<file path="config.mk">
export PLATFORM = sky130hd
export DESIGN_NAME = id_ex_stage_reg
export DESIGN_NICKNAME = d
export VERILOG_FILES = /design/src/rtl/pipe_pkg.sv /design/src/rtl/id_ex_stage_reg_squash_counter.sv /design/src/rtl/id_ex_stage_reg.sv
export SDC_FILE = /design/constraint.sdc
export NUM_CORES = 1
export LEC_CHECK = 0
export ABC_AREA = 0
export CAP_MARGIN = 20
export CORE_AREA = 2 2 196 198
export CTS_CLUSTER_DIAMETER = 200
export DETAILED_ROUTE_END_ITERATION = 8
export DIE_AREA = 0 0 198 200
export PLACE_DENSITY = 0.62
export REMOVE_ABC_BUFFERS = 1
export SLEW_MARGIN = 10
export SYNTH_ARGS = -nofsm -noshare
export SYNTH_HDL_FRONTEND = slang
export SYNTH_SLANG_ARGS = --single-unit
</file>
<file path="constraint.sdc">
create_clock -name Clk -period 9.35 [get_ports Clk]
set_clock_uncertainty 0.1 [all_clocks]
set_input_delay 2.3375 -clock Clk [delete_from_list [all_inputs] [get_ports Clk]]
set_output_delay 2.3375 -clock Clk [all_outputs]
set_load 0.02 [all_outputs]
</file>
<file path="src/rtl/pipe_pkg.sv">
// Shared pipeline-register definitions: default bundle widths, field offsets,
// bubble constants and the per-edge action encoding used by the stage registers.
package pipe_pkg;

    localparam int unsigned WORD_W      = 32;
    localparam int unsigned PIPE_CTRL_W = 24;
    localparam int unsigned PIPE_DATA_W = 7 * WORD_W;
    localparam int unsigned MAX_SQUASH  = 7;

    // Control bundle layout
    localparam int unsigned CTRL_ALUOP_LSB    = 0;
    localparam int unsigned CTRL_ALUOP_W      = 4;
    localparam int unsigned CTRL_REGWRITE_BIT = 4;
    localparam int unsigned CTRL_MEMREAD_BIT  = 5;
    localparam int unsigned CTRL_MEMWRITE_BIT = 6;

    // Data bundle layout: instruction word is the sixth 32-bit field
    localparam int unsigned DATA_INSTR_LSB = 5 * WORD_W;

    localparam logic [PIPE_CTRL_W-1:0] CTRL_BUBBLE = '0;
    localparam logic [PIPE_DATA_W-1:0] DATA_BUBBLE = '0;

    typedef enum logic [2:0] {
        ACT_FLUSH,
        ACT_SQUASH,
        ACT_HOLD,
        ACT_JUMP,
        ACT_LOAD
    } stage_act_e;

endpackage

</file>
<file path="src/rtl/id_ex_stage_reg_squash_counter.sv">
// Load/decrement/clear bubble counter with a nonzero flag; shared by stage registers.
module squash_counter #(
    parameter int unsigned CNT_W = 3
) (
    input  logic             clk_i,
    input  logic             rst_i,
    input  logic             clear_i,
    input  logic             load_i,
    input  logic             dec_i,
    input  logic [CNT_W-1:0] load_val_i,
    output logic             active_o
);

    logic [CNT_W-1:0] cnt_q, cnt_d;

    always_comb begin
        cnt_d = cnt_q;
        if (clear_i) begin
            cnt_d = '0;
        end else if (load_i) begin
            cnt_d = load_val_i;
        end else if (dec_i && (cnt_q != '0)) begin
            cnt_d = cnt_q - CNT_W'(1);
        end
    end

    always_ff @(posedge clk_i or posedge rst_i) begin
        if (rst_i) begin
            cnt_q <= '0;
        end else begin
            cnt_q <= cnt_d;
        end
    end

    assign active_o = (cnt_q != '0);

endmodule

</file>
<file path="src/rtl/id_ex_stage_reg.sv">
// ID/EX pipeline register with stall, flush and post-jump squash bubbles.
// Optional statistics outputs enabled by defining ID_EX_STAGE_STATS_EN.
module id_ex_stage_reg
    import pipe_pkg::*;
#(
    parameter int unsigned CTRL_W        = PIPE_CTRL_W,
    parameter int unsigned DATA_W        = PIPE_DATA_W,
    parameter int unsigned SQUASH_CYCLES = 2,
    parameter int unsigned CNT_W         = 3
) (
    input  logic              Clk,
    input  logic              Reset,
    input  logic              Stall,
    input  logic              Flush,
    input  logic              InValid,
    input  logic              InJump,
    input  logic [CTRL_W-1:0] InCtrl,
    input  logic [DATA_W-1:0] InData,
    output logic              OutValid,
    output logic              OutJump,
    output logic [CTRL_W-1:0] OutCtrl,
    output logic [DATA_W-1:0] OutData,
`ifdef ID_EX_STAGE_STATS_EN
    output logic [15:0]       BubbleCount,
    output logic [15:0]       StallCount,
`endif
    output logic              SquashActive
);

    stage_act_e        act;
    logic              valid_q, valid_d;
    logic              jump_q, jump_d;
    logic [CTRL_W-1:0] ctrl_q, ctrl_d;
    logic [DATA_W-1:0] data_q, data_d;
    logic              squash_active;
    logic              cnt_load;

    // Priority: flush > pending squash > stall > accepted jump > plain load
    always_comb begin
        act = ACT_LOAD;
        if (Flush) begin
            act = ACT_FLUSH;
        end else if (squash_active) begin
            act = ACT_SQUASH;
        end else if (Stall) begin
            act = ACT_HOLD;
        end else if (InValid && InJump) begin
            act = ACT_JUMP;
        end
    end

    always_comb begin
        valid_d = valid_q;
        jump_d  = jump_q;
        ctrl_d  = ctrl_q;
        data_d  = data_q;
        unique case (act)
            ACT_FLUSH, ACT_SQUASH: begin
                valid_d = 1'b0;
                jump_d  = 1'b0;
                ctrl_d  = CTRL_W'(CTRL_BUBBLE);
                data_d  = DATA_W'(DATA_BUBBLE);
            end
            ACT_HOLD: begin
            end
            default: begin
                valid_d = InValid;
                jump_d  = InValid & InJump;
                ctrl_d  = InCtrl;
                data_d  = InData;
            end
        endcase
    end

    always_ff @(posedge Clk or posedge Reset) begin
        if (Reset) begin
            valid_q <= 1'b0;
            jump_q  <= 1'b0;
            ctrl_q  <= '0;
            data_q  <= '0;
        end else begin
            valid_q <= valid_d;
            jump_q  <= jump_d;
            ctrl_q  <= ctrl_d;
            data_q  <= data_d;
        end
    end

    assign cnt_load = (act == ACT_JUMP) && (SQUASH_CYCLES != 0);

    squash_counter #(
        .CNT_W (CNT_W)
    ) u_squash (
        .clk_i      (Clk),
        .rst_i      (Reset),
        .clear_i    (act == ACT_FLUSH),
        .load_i     (cnt_load),
        .dec_i      (act == ACT_SQUASH),
        .load_val_i (CNT_W'(SQUASH_CYCLES)),
        .active_o   (squash_active)
    );

    assign OutValid     = valid_q;
    assign OutJump      = jump_q;
    assign OutCtrl      = ctrl_q;
    assign OutData      = data_q;
    assign SquashActive = squash_active;

`ifdef ID_EX_STAGE_STATS_EN
    logic [15:0] bubble_cnt_q, bubble_cnt_d;
    logic [15:0] stall_cnt_q, stall_cnt_d;

    always_comb begin
        bubble_cnt_d = bubble_cnt_q;
        stall_cnt_d  = stall_cnt_q;
        if (((act == ACT_FLUSH) || (act == ACT_SQUASH)) && (bubble_cnt_q != '1)) begin
            bubble_cnt_d = bubble_cnt_q + 16'd1;
        end
        if ((act == ACT_HOLD) && (stall_cnt_q != '1)) begin
            stall_cnt_d = stall_cnt_q + 16'd1;
        end
    end

    always_ff @(posedge Clk or posedge Reset) begin
        if (Reset) begin
            bubble_cnt_q <= '0;
            stall_cnt_q  <= '0;
        end else begin
            bubble_cnt_q <= bubble_cnt_d;
            stall_cnt_q  <= stall_cnt_d;
        end
    end

    assign BubbleCount = bubble_cnt_q;
    assign StallCount  = stall_cnt_q;
`endif

endmodule

</file>
# After elaboration in Yosys (flattened, before gate mapping)
# Cells that the tools add are included.
[classes]
n_addsub = 1
eq_ne = 3
n_mux = 11
bitwise = 1
reduce_logical = 6
[ops]
columns = ["operator", "n"]
rows = [
  ["224-bit one-hot mux with 2 select lines", 1],
  ["24-bit one-hot mux with 2 select lines", 1],
  ["3-bit 2-to-1 mux", 7],
  ["3-bit by 2-bit equality test with 1-bit output, second input constant", 2],
  ["3-bit nonzero test", 2],
  ["1-bit one-hot mux with 2 select lines", 2],
  ["3-bit by 1-bit equality test with 1-bit output, second input constant", 1],
  ["3-bit logical NOT", 1],
  ["3-bit by 1-bit subtractor with 3-bit output, second input constant", 1],
  ["1-bit logical AND", 2],
  ["2-bit OR reduction", 1],
  ["1-bit bitwise AND", 1],
]
[totals]
ff_bits = 253
input_bits = 254
output_inout_bits = 251
word_cells = 27

# Longest topological paths before layout
# Gate-level depths: netlist (run 1).
[depth]
word_depth = 10
depth_mapped = 8
depth_no_buf = 5

# Modules after synthesis
# A second synthesis (run 1) with hierarchy kept.
[hier_totals]
cells_unflattened = 837
area_unflattened_um2 = 10401.2
[modules_own_cells]
columns = ["module", "instances", "cells_per_inst", "area_per_inst_um2", "seq_area_each_um2"]
rows = [
  ["id_ex_stage_reg", 1, 814, 10196.0, 6256.0],
  ["squash_counter", 1, 23, 205.2, 75.1],
]

# Worst setup path after synthesis (run 1)
# Ideal clock, no wire load.
[synth_timing]
kind = "reg2out"
startpoint = "reg u_squash.cnt_q[0]"
endpoint = "out SquashActive"
t_arrival_ns = 0.975
required_time_ns = 6.912
path_slack_ns = 5.937
path_stages_with_launch = 5
n_path_buf = 0
path_cell_list = "dfrtp_1 > inv_1 > ha_1 > ha_1 > inv_1"
[synth_between]
elab_chain_cells = 1
[synth_lines]
columns = ["element", "line_no", "rtl"]
rows = [
  ["start, declared", "id_ex_stage_reg_squash_counter.sv:14", "logic [CNT_W-1:0] cnt_q, cnt_d;"],
  ["start signal, assigned", "id_ex_stage_reg_squash_counter.sv:31", "cnt_q <= cnt_d;"],
  ["3-bit nonzero test", "id_ex_stage_reg_squash_counter.sv:35", "assign active_o = (cnt_q != '0);"],
  ["end, declared", "id_ex_stage_reg.sv:27", "output logic SquashActive"],
]
# Every way passes these cells.

# Worst setup path after layout (run 1)
# Same ends and word-level chain as after synthesis.

==> results of run 1 <==
==> final cells by class <==
type                    count  share of cell area
multi-input cells         264               0.150
flip-flops and latches    253               0.411
repair buffers            511               0.332
well taps                 511              0.0415
diodes                      1            0.000162
inverters                   5             0.00170
clock inverters             8             0.00325
clock buffers              47              0.0601
==> report_power, final <==
| part | switching [uW] | total [uW] | internal (uW) |
|---|---|---|---|
| clock | 458 | 1130 | 676 |
| combinational | 515 | 998 | 483 |
| sequential | 102 | 1360 | 1260 |
| total | 1070 | 3490 | 2420 |
==> per-stage QoR <==
step / TNS, ns / cells / total power, uW
final: 0 / 1600 / 3490
after global routing: 0 / 1599 / 3650
after CTS: 0 / 1599 / 3540
after detailed placement: 0 / 1544 / 2390
after global placement: 0 / 1544 / 2380
after floorplan: -196.99 / 522 / 1850
==> layout by cell type (no fill, tap or decap) <==
master           instances
and3b_4                  1
inv_8                    1
clkinv_2                 5
clkbuf_8                 9
diode_2                  1
nor2b_1                  1
a22o_1                 249
a211oi_1                 1
buf_4                    5
nand3b_1                 2
o21ai_0                  1
clkbuf_1                 7
o41ai_1                  1
buf_12                   2
ha_1                     2
clkinv_4                 2
inv_1                    4
clkdlybuf4s50_1        504
or3_1                    2
clkbuf_16               31
nor3b_4                  1
and3b_1                  1
dfrtp_1                253
nand2_1                  1
clkinvlp_4               1
a311oi_1                 1
==> sequential cells by signal, indices dropped and copies added (netlist names) <==
name            count
u_squash.cnt_q      3
OutJump             1
OutValid            1
OutData           224
OutCtrl            24
==> worst paths after layout <==
check,startpoint,slack (ns),end
setup / recovery,u_squash.cnt_q[0],4.75,SquashActive
hold / removal,OutCtrl[6],0.40,OutCtrl[6]
setup reg to reg,u_squash.cnt_q[0],6.46,OutData[96]
hold reg to reg,OutCtrl[6],0.40,OutCtrl[6]
max in group asynchronous,Reset,5.61,OutCtrl[4]
min in group asynchronous,Reset,2.26,OutData[146]
==> cells by family after synthesis <==
logic type / count (synthesis)
AO/OA/AOI/OAI: 253
adder cells (fa/ha/maj): 2
buffers and inverters: 60
flip-flops: 253
AND/OR/NAND/NOR: 9
==> metal layers <==
| layer | share of wire | up-vias | global-route usage | routed length [um] |
|---|---|---|---|---|
| met1 | 0.40 | 3508 | 0.169 | 12000 |
| met5 | 0 | - | 0 | 0 |
| li1 | - | 3220 | - | - |
| met4 | 0.021 | 0 | 0.0401 | 616 |
| met3 | 0.091 | 42 | 0.0455 | 2710 |
| met2 | 0.49 | 297 | 0.239 | 14500 |
==> results.cfg, run 1 <==
[outcome]
status = complete, no violations

[critical_path]
crit_path_start_kind = register
crit_chain = inv_1 -> ha_1 -> ha_1 -> inv_1 -> clkdlybuf4s50_1
end_kind = output pin
critPathMaxFanout = 8
cpMaxStageDelayCell = clkdlybuf4s50_1
worstPathRequired_ns = 6.91
cpLargestDelayFamily = buffers and inverters
cp_num_buf_inv = 3
crit_type = reg2out
worstPathArrival_ns = 2.17
slowest_delay_ns = 0.61
crit_cells = 5
ff2ff_path_depth = 7

[routing]
first_pass_iters = 4
ant_nets = 0
drt_wl_total_um = 29800
viasPerCell = 4.42
wl_per_cell_um = 18.6
drt_iter0_markers = 249
remaining_drc_errors = 0
vias = 7067

[finish]
area_growth_pct = 69.5
final_area_mm2 = 0.0154
drive_gt1_frac = 0.0533
n_fill_cell = 3456
final_nets = 1321
final-seq-area_mm2 = 0.00633
fin_util = 0.412
multi_input_area_mm2 = 0.00231

[global_routing]
grt_max_degree = 133
grt_pass1_wl_um = 43500
grt_usage = 0.140
grt_pass1_vias = 7312
overflow = 0
antenna_found_initial = 1

[timing]
tightest_slew_ns = 0.978
fin_crit_ns = 4.60
fin_crit_sh = 0.492
setup_viol = 0
drv_slew = 0
hold_violations = 0
setup_ws_ns = 4.75
whs_ns = 0.400
max_freq_mhz = 217
rsz0062_at_grt = no
max-slew-margin-rel = 0.348

[cts]
post_cts.repair.setup_buffers = 0
path_clk_slew_ns = 0.06
insertion_delay_ns = 0.55
ctsLongestPathBuffers = 3
cts_tree = built
htreeDepth = 1
clockRootBuffer = clkbuf_16
cts_resized = 0
numClockSinks = 253
ctsHoldBuffers = 0
cts_buffers = 30

[placed_design]
port_buffers = 504
gp_congestion = 0.766
place_area_mm2 = 0.0144
dp_slack_ns = 4.41
dp_hpwl_um = 20900

[power_and_ir_drop]
peakVddDrop_mv = 0.122
p_leak_uw = 0.00677
p_per_area_mw_per_mm2 = 227

[floorplan]
chipHeight_um = 200
start_util = 0.243
num_io_pins = 505
core_region_area_mm2 = 0.0374
core.rowCount = 71
dieWidth_um = 198
dieArea_mm2 = 0.0396

[synthesis]
yosys.area_share.xor_xnor = 0
synth_top_area_share = 0.696
synth_compound_gate_area_share = 0.243
syn_inst = 577
ys_types = 18
synth_top_family_by_area = compound AO/OA/AOI/OAI gates
synthTopCellsByArea = dfrtp_1 70%, a22o_1 24%, buf_6 2.8%
yosysTopAreaCell = dfrtp_1
syn_area_per_cell_um2 = 15.8
ys_seq_elements = 253
ys_warn_count = 0
synthAdderAreaFrac = 0.00275
synth_edf_count = 0
synth_area_mm2 = 0.00909
yosys.area_share.simple = 0.00743
synth_flop_cell = dfrtp_1
yosysMostFrequentCell = dfrtp_1
synthArstFlopShare = 1.00
synth_common_cells = 253 x dfrtp_1, 249 x a22o_1, 23 x buf_6, 16 x buf_2, 10 x buf_4
synthMuxAreaShare = 0
yosysSeqAreaShare = 0.696

[min_path]
hold_depth = 1
holdCritPathClass = reg2reg

[job]
maxCapViolations = 0
Power figures use the tool's default switching activity.
==> run 2, diff against run 1 <==
Settings changed: CORE_AREA 2 2 196 198 to 2 2 197 199, DIE_AREA 0 0 198 200 to 0 0 199 201, PLACE_DENSITY 0.62 to 0.59.
Clock period 9.35 ns to 4.5 ns, I/O delays scaled along.
==> results.cfg, run 2 (same netlist as run 1, synthesis figures left out) <==
[placed_design]
dp_hpwl_um = 21300
place_area_mm2 = 0.0146
dp.cells = 1556
port_buffers = 504
gp_congestion = 0.787

[critical_path]
critPathMaxFanout = 8
crit_chain = inv_1 -> ha_1 -> ha_1 -> inv_1 -> clkdlybuf4s50_1
r2r-start = u_squash.cnt_q[0]
end_kind = output pin
worstPathArrival_ns = 2.16
worstPathRequired_ns = 3.27
slowest_delay_ns = 0.62
cpMaxStageDelayCell = clkdlybuf4s50_1
r2r_slack_ns = 2.18
startpoint = u_squash.cnt_q[0]
crit_path_start_kind = register
crit_type = reg2out

[global_routing]
grt_pass1_vias = 7459
grt_usage = 0.144
grt_max_degree = 129
overflow = 0
grt_pass1_wl_um = 45200
antenna_found_initial = 0

[power_and_ir_drop]
seqPwrFrac = 0.398
p_int_uw = 4930
clockPowerShare = 0.304
power.share.combinational = 0.298
peakVddDrop_mv = 0.245
p_sw_frac = 0.307
p_leak_uw = 0.00675
p_per_area_mw_per_mm2 = 461
p_switching_uw = 2180

[floorplan]
num_io_pins = 505
chipHeight_um = 201
dieWidth_um = 199
core.rowCount = 72
core_region_area_mm2 = 0.0381
dieArea_mm2 = 0.0400
start_util = 0.239

[cts]
insertion_delay_ns = 0.53
cts_buffers = 27
cts_resized = 0
post_cts.repair.setup_buffers = 0
numClockSinks = 253
ctsLongestPathBuffers = 3
ctsHoldBuffers = 0
path_clk_slew_ns = 0.06
htreeDepth = 1
clockRootBuffer = clkbuf_16
cts_tree = built

[finish]
diodes = 0
final-seq-area_mm2 = 0.00633
n_fill_cell = 3597
area_growth_pct = 69.6
fin_cells = 1600
drive_gt1_frac = 0.0481
largest_register_ff_count = 224
layout_commonest_cell = clkdlybuf4s50_1
layout_common_cells = 504 x clkdlybuf4s50_1, 253 x dfrtp_1, 249 x a22o_1
final_area_mm2 = 0.0154
final_nets = 1323
multi_input_area_mm2 = 0.00231

[timing]
fin_crit_sh = 0.753
tightest_slew_ns = 0.722
max-slew-margin-rel = 0.519
max_freq_mhz = 295
rsz0062_at_grt = no
setup_viol = 0
drv_slew = 0
hold_violations = 0
fin_crit_ns = 3.39

[outcome]
status = complete, no violations

[routing]
remaining_drc_errors = 0
top_layer = met4
wl_met1_um = 12200
viasPerCell = 4.42
vias = 7076
drt_iter0_markers = 298
wl_per_cell_um = 18.8
ant_nets = 0
wl_met2_um = 14800
first_pass_iters = 6
wl_met3_um = 2570
drt_wl_total_um = 30100

[min_path]
holdCritPathClass = reg2reg
hp-start = OutData[112]

[job]
maxCapViolations = 0
run 2: changes by cell type in the layout (fill, tap and decap cells not counted), moves of 2 or more:
cell       change
buf_12         +8
clkbuf_16      -4
clkinv_4       -2
bufinv_16      +2
buf_4          -3
clkbuf_8       -5
run 2: power by group through the flow:
stage / Sequential, uW / Combinational (uW) / Clock, uW
floorplan: 3260 / 591 / 0
global placement: 2860 / 2120 / 0
detailed placement: 2860 / 2140 / 0
CTS: 2830 / 2150 / 2240
global route: 2870 / 2230 / 2330
finish: 2830 / 2120 / 2160
run 2: layout make-up:
class                   count  area share
inverters                   5     0.00170
clock buffers              38      0.0491
flip-flops and latches    253       0.411
clock inverters             6     0.00519
repair buffers            516       0.341
multi-input cells         264       0.150
well taps                 518      0.0420
run 2: layer usage:
layer / vias up / GRT usage
li1: 3205 / -
met1: 3536 / 0.176
met2: 297 / 0.248
met3: 38 / 0.0405
met4: 0 / 0.0402
met5: - / 0
run 2: path summary, 6_finish.rpt:
kind	cells past startpoint	endpoint
worst min register to register	1	OutData[112]
worst min-delay path	1	OutData[112]
worst max-delay path	5	SquashActive
max in group asynchronous	3	OutCtrl[21]
worst max register to register	6	OutData[165]
min in group asynchronous	2	OutData[149]
run 2: worst max-delay path: cells and delay by family (launching register included):
family / cells / cell delay (ns)
DFF: 1 / 0.36
adders and majority gates: 2 / 0.45
buffers and inverters: 3 / 0.81
run 2: stage by stage:
step | TNS (ns) | hold WS [ns] | total power (uW) | util | worst slack, ns
5_1_grt | 0 | 0.414 | 7440 | 0.405 | 1.03
2_1_floorplan | -2023.02 | 0.406 | 3850 | - | -4.38
4_1_cts | 0 | 0.408 | 7220 | 0.405 | 1.07
3_5_place_dp | 0 | 0.390 | 5000 | 0.383 | 1.22
6_report | 0 | 0.400 | 7110 | 0.405 | 1.11
3_3_place_gp | 0 | 0.387 | 4980 | 0.383 | 1.27
==> run 3, diff against run 2 <==
Clock period 4.5 ns to 3.2 ns, I/O delays scaled along.
==> results.cfg, run 3 (same netlist as run 1, synthesis figures left out) <==
[outcome]
status = complete, no violations

[cts]
cts_resized = 0
ctsLongestPathBuffers = 3
post_cts.repair.setup_buffers = 0
ctsHoldBuffers = 0
clockRootBuffer = clkbuf_16
numClockSinks = 253
cts_buffers = 28
insertion_delay_ns = 0.54
htreeDepth = 1
path_clk_slew_ns = 0.06
cts_tree = built

[critical_path]
crit_chain = inv_1 -> ha_1 -> ha_1 -> inv_1 -> clkdlybuf4s50_1
worstPathRequired_ns = 2.30
cpMaxStageDelayCell = clkdlybuf4s50_1
worstPathArrival_ns = 2.14
crit_path_start_kind = register
crit_type = reg2out
cpLargestDelayFamily = buffers and inverters
end_kind = output pin
cp_num_buf_inv = 3
critPathMaxFanout = 8
slowest_delay_ns = 0.61

[routing]
vias = 7061
drt_iter0_markers = 233
ant_nets = 0
wl_per_cell_um = 18.6
drt_wl_total_um = 30100
remaining_drc_errors = 0
first_pass_iters = 4
viasPerCell = 4.36

[finish]
layout_common_cells = 504 x clkdlybuf4s50_1, 253 x dfrtp_1, 249 x a22o_1
diodes = 0
layout_commonest_cell = clkdlybuf4s50_1
final_nets = 1341
area_growth_pct = 71.8
drive_gt1_frac = 0.0645
fin_util = 0.410
largest_register_ff_count = 224

[timing]
whs_ns = 0.401
hold_violations = 0
max_freq_mhz = 329
tightest_slew_ns = 0.617
rsz0062_at_grt = no
fin_crit_ns = 3.04
fin_crit_sh = 0.950
setup_viol = 0
max-slew-margin-rel = 0.589
drv_slew = 0

[global_routing]
grt_pass1_vias = 7579
antenna_found_initial = 0
grt_max_degree = 119
grt_pass1_wl_um = 45400
grt_usage = 0.145
overflow = 0

[floorplan]
core.rowCount = 72
core_region_area_mm2 = 0.0381
chipHeight_um = 201
start_util = 0.239
dieArea_mm2 = 0.0400
dieWidth_um = 199
num_io_pins = 505

[power_and_ir_drop]
p_per_area_mw_per_mm2 = 649
p_leak_uw = 0.00686
peakVddDrop_mv = 0.337
total_power_uw = 10100

[placed_design]
port_buffers = 504
dp_hpwl_um = 21900
gp_congestion = 0.797

[min_path]
holdCritPathClass = reg2reg

[job]
maxCapViolations = 0
run 3: cell types whose count changed in the layout (fill, tap and decap cells not counted):
cell and change:
bufinv_16 -1, clkinvlp_4 +1, buf_12 +3, clkbuf_1 -1, buf_4 +14, clkbuf_8 +1
clkbuf_16 +2, clkinv_2 -1
run 3: path summary, 6_finish.rpt:
check | from | to | slack (ns) | depth (start not counted)
max | u_squash.cnt_q[0] | SquashActive | 0.16 | 5
max reg2reg | u_squash.cnt_q[0] | OutData[46] | 1.02 | 6
min in group asynchronous | Reset | OutData[147] | 0.59 | 2
min reg2reg | OutData[120] | OutData[120] | 0.40 | 1
max in group asynchronous | Reset | u_squash.cnt_q[1] | 1.74 | 3
min | OutData[120] | OutData[120] | 0.40 | 1
run 3: cell type report:
| type | count | area, um2 |
|---|---|---|
| well taps | 518 | 648 |
| inverters | 5 | 26.3 |
| clock inverters | 5 | 52.6 |
| fillers | 3618 | 22500 |
| repair buffers | 533 | 5430 |
| clock buffers | 40 | 817 |
| multi-input cells | 264 | 2310 |
| flip-flops and latches | 253 | 6330 |
run 3: power by group:
part | internal, uW | switching (uW) | leakage (uW)
registers | 3680 | 288 | 0.00347
clock network | 1830 | 1280 | 0.000426
logic | 1520 | 1530 | 0.00297
run 3: metal layers:
metal,up-vias,wire length (um),share of wire,global-route usage
li1,3247,-,-,-
met1,3476,12400,0.41,0.179
met2,302,14500,0.48,0.245
met3,36,2590,0.086,0.0427
met4,0,564,0.019,0.0381
met5,-,0,0,0
run 3: per-stage QoR:
step | worst slack, ns | cell area, um2 | TNS, ns | std cells
2_1_floorplan | -5.39 | 8650 | -2519.22 | 522
3_3_place_gp | 0.521 | 14700 | 0 | 1573
3_5_place_dp | 0.500 | 14700 | 0 | 1573
4_1_cts | 0.107 | 15600 | 0 | 1618
5_1_grt | 0.0341 | 15600 | 0 | 1618
6_report | 0.159 | 15600 | 0 | 1618
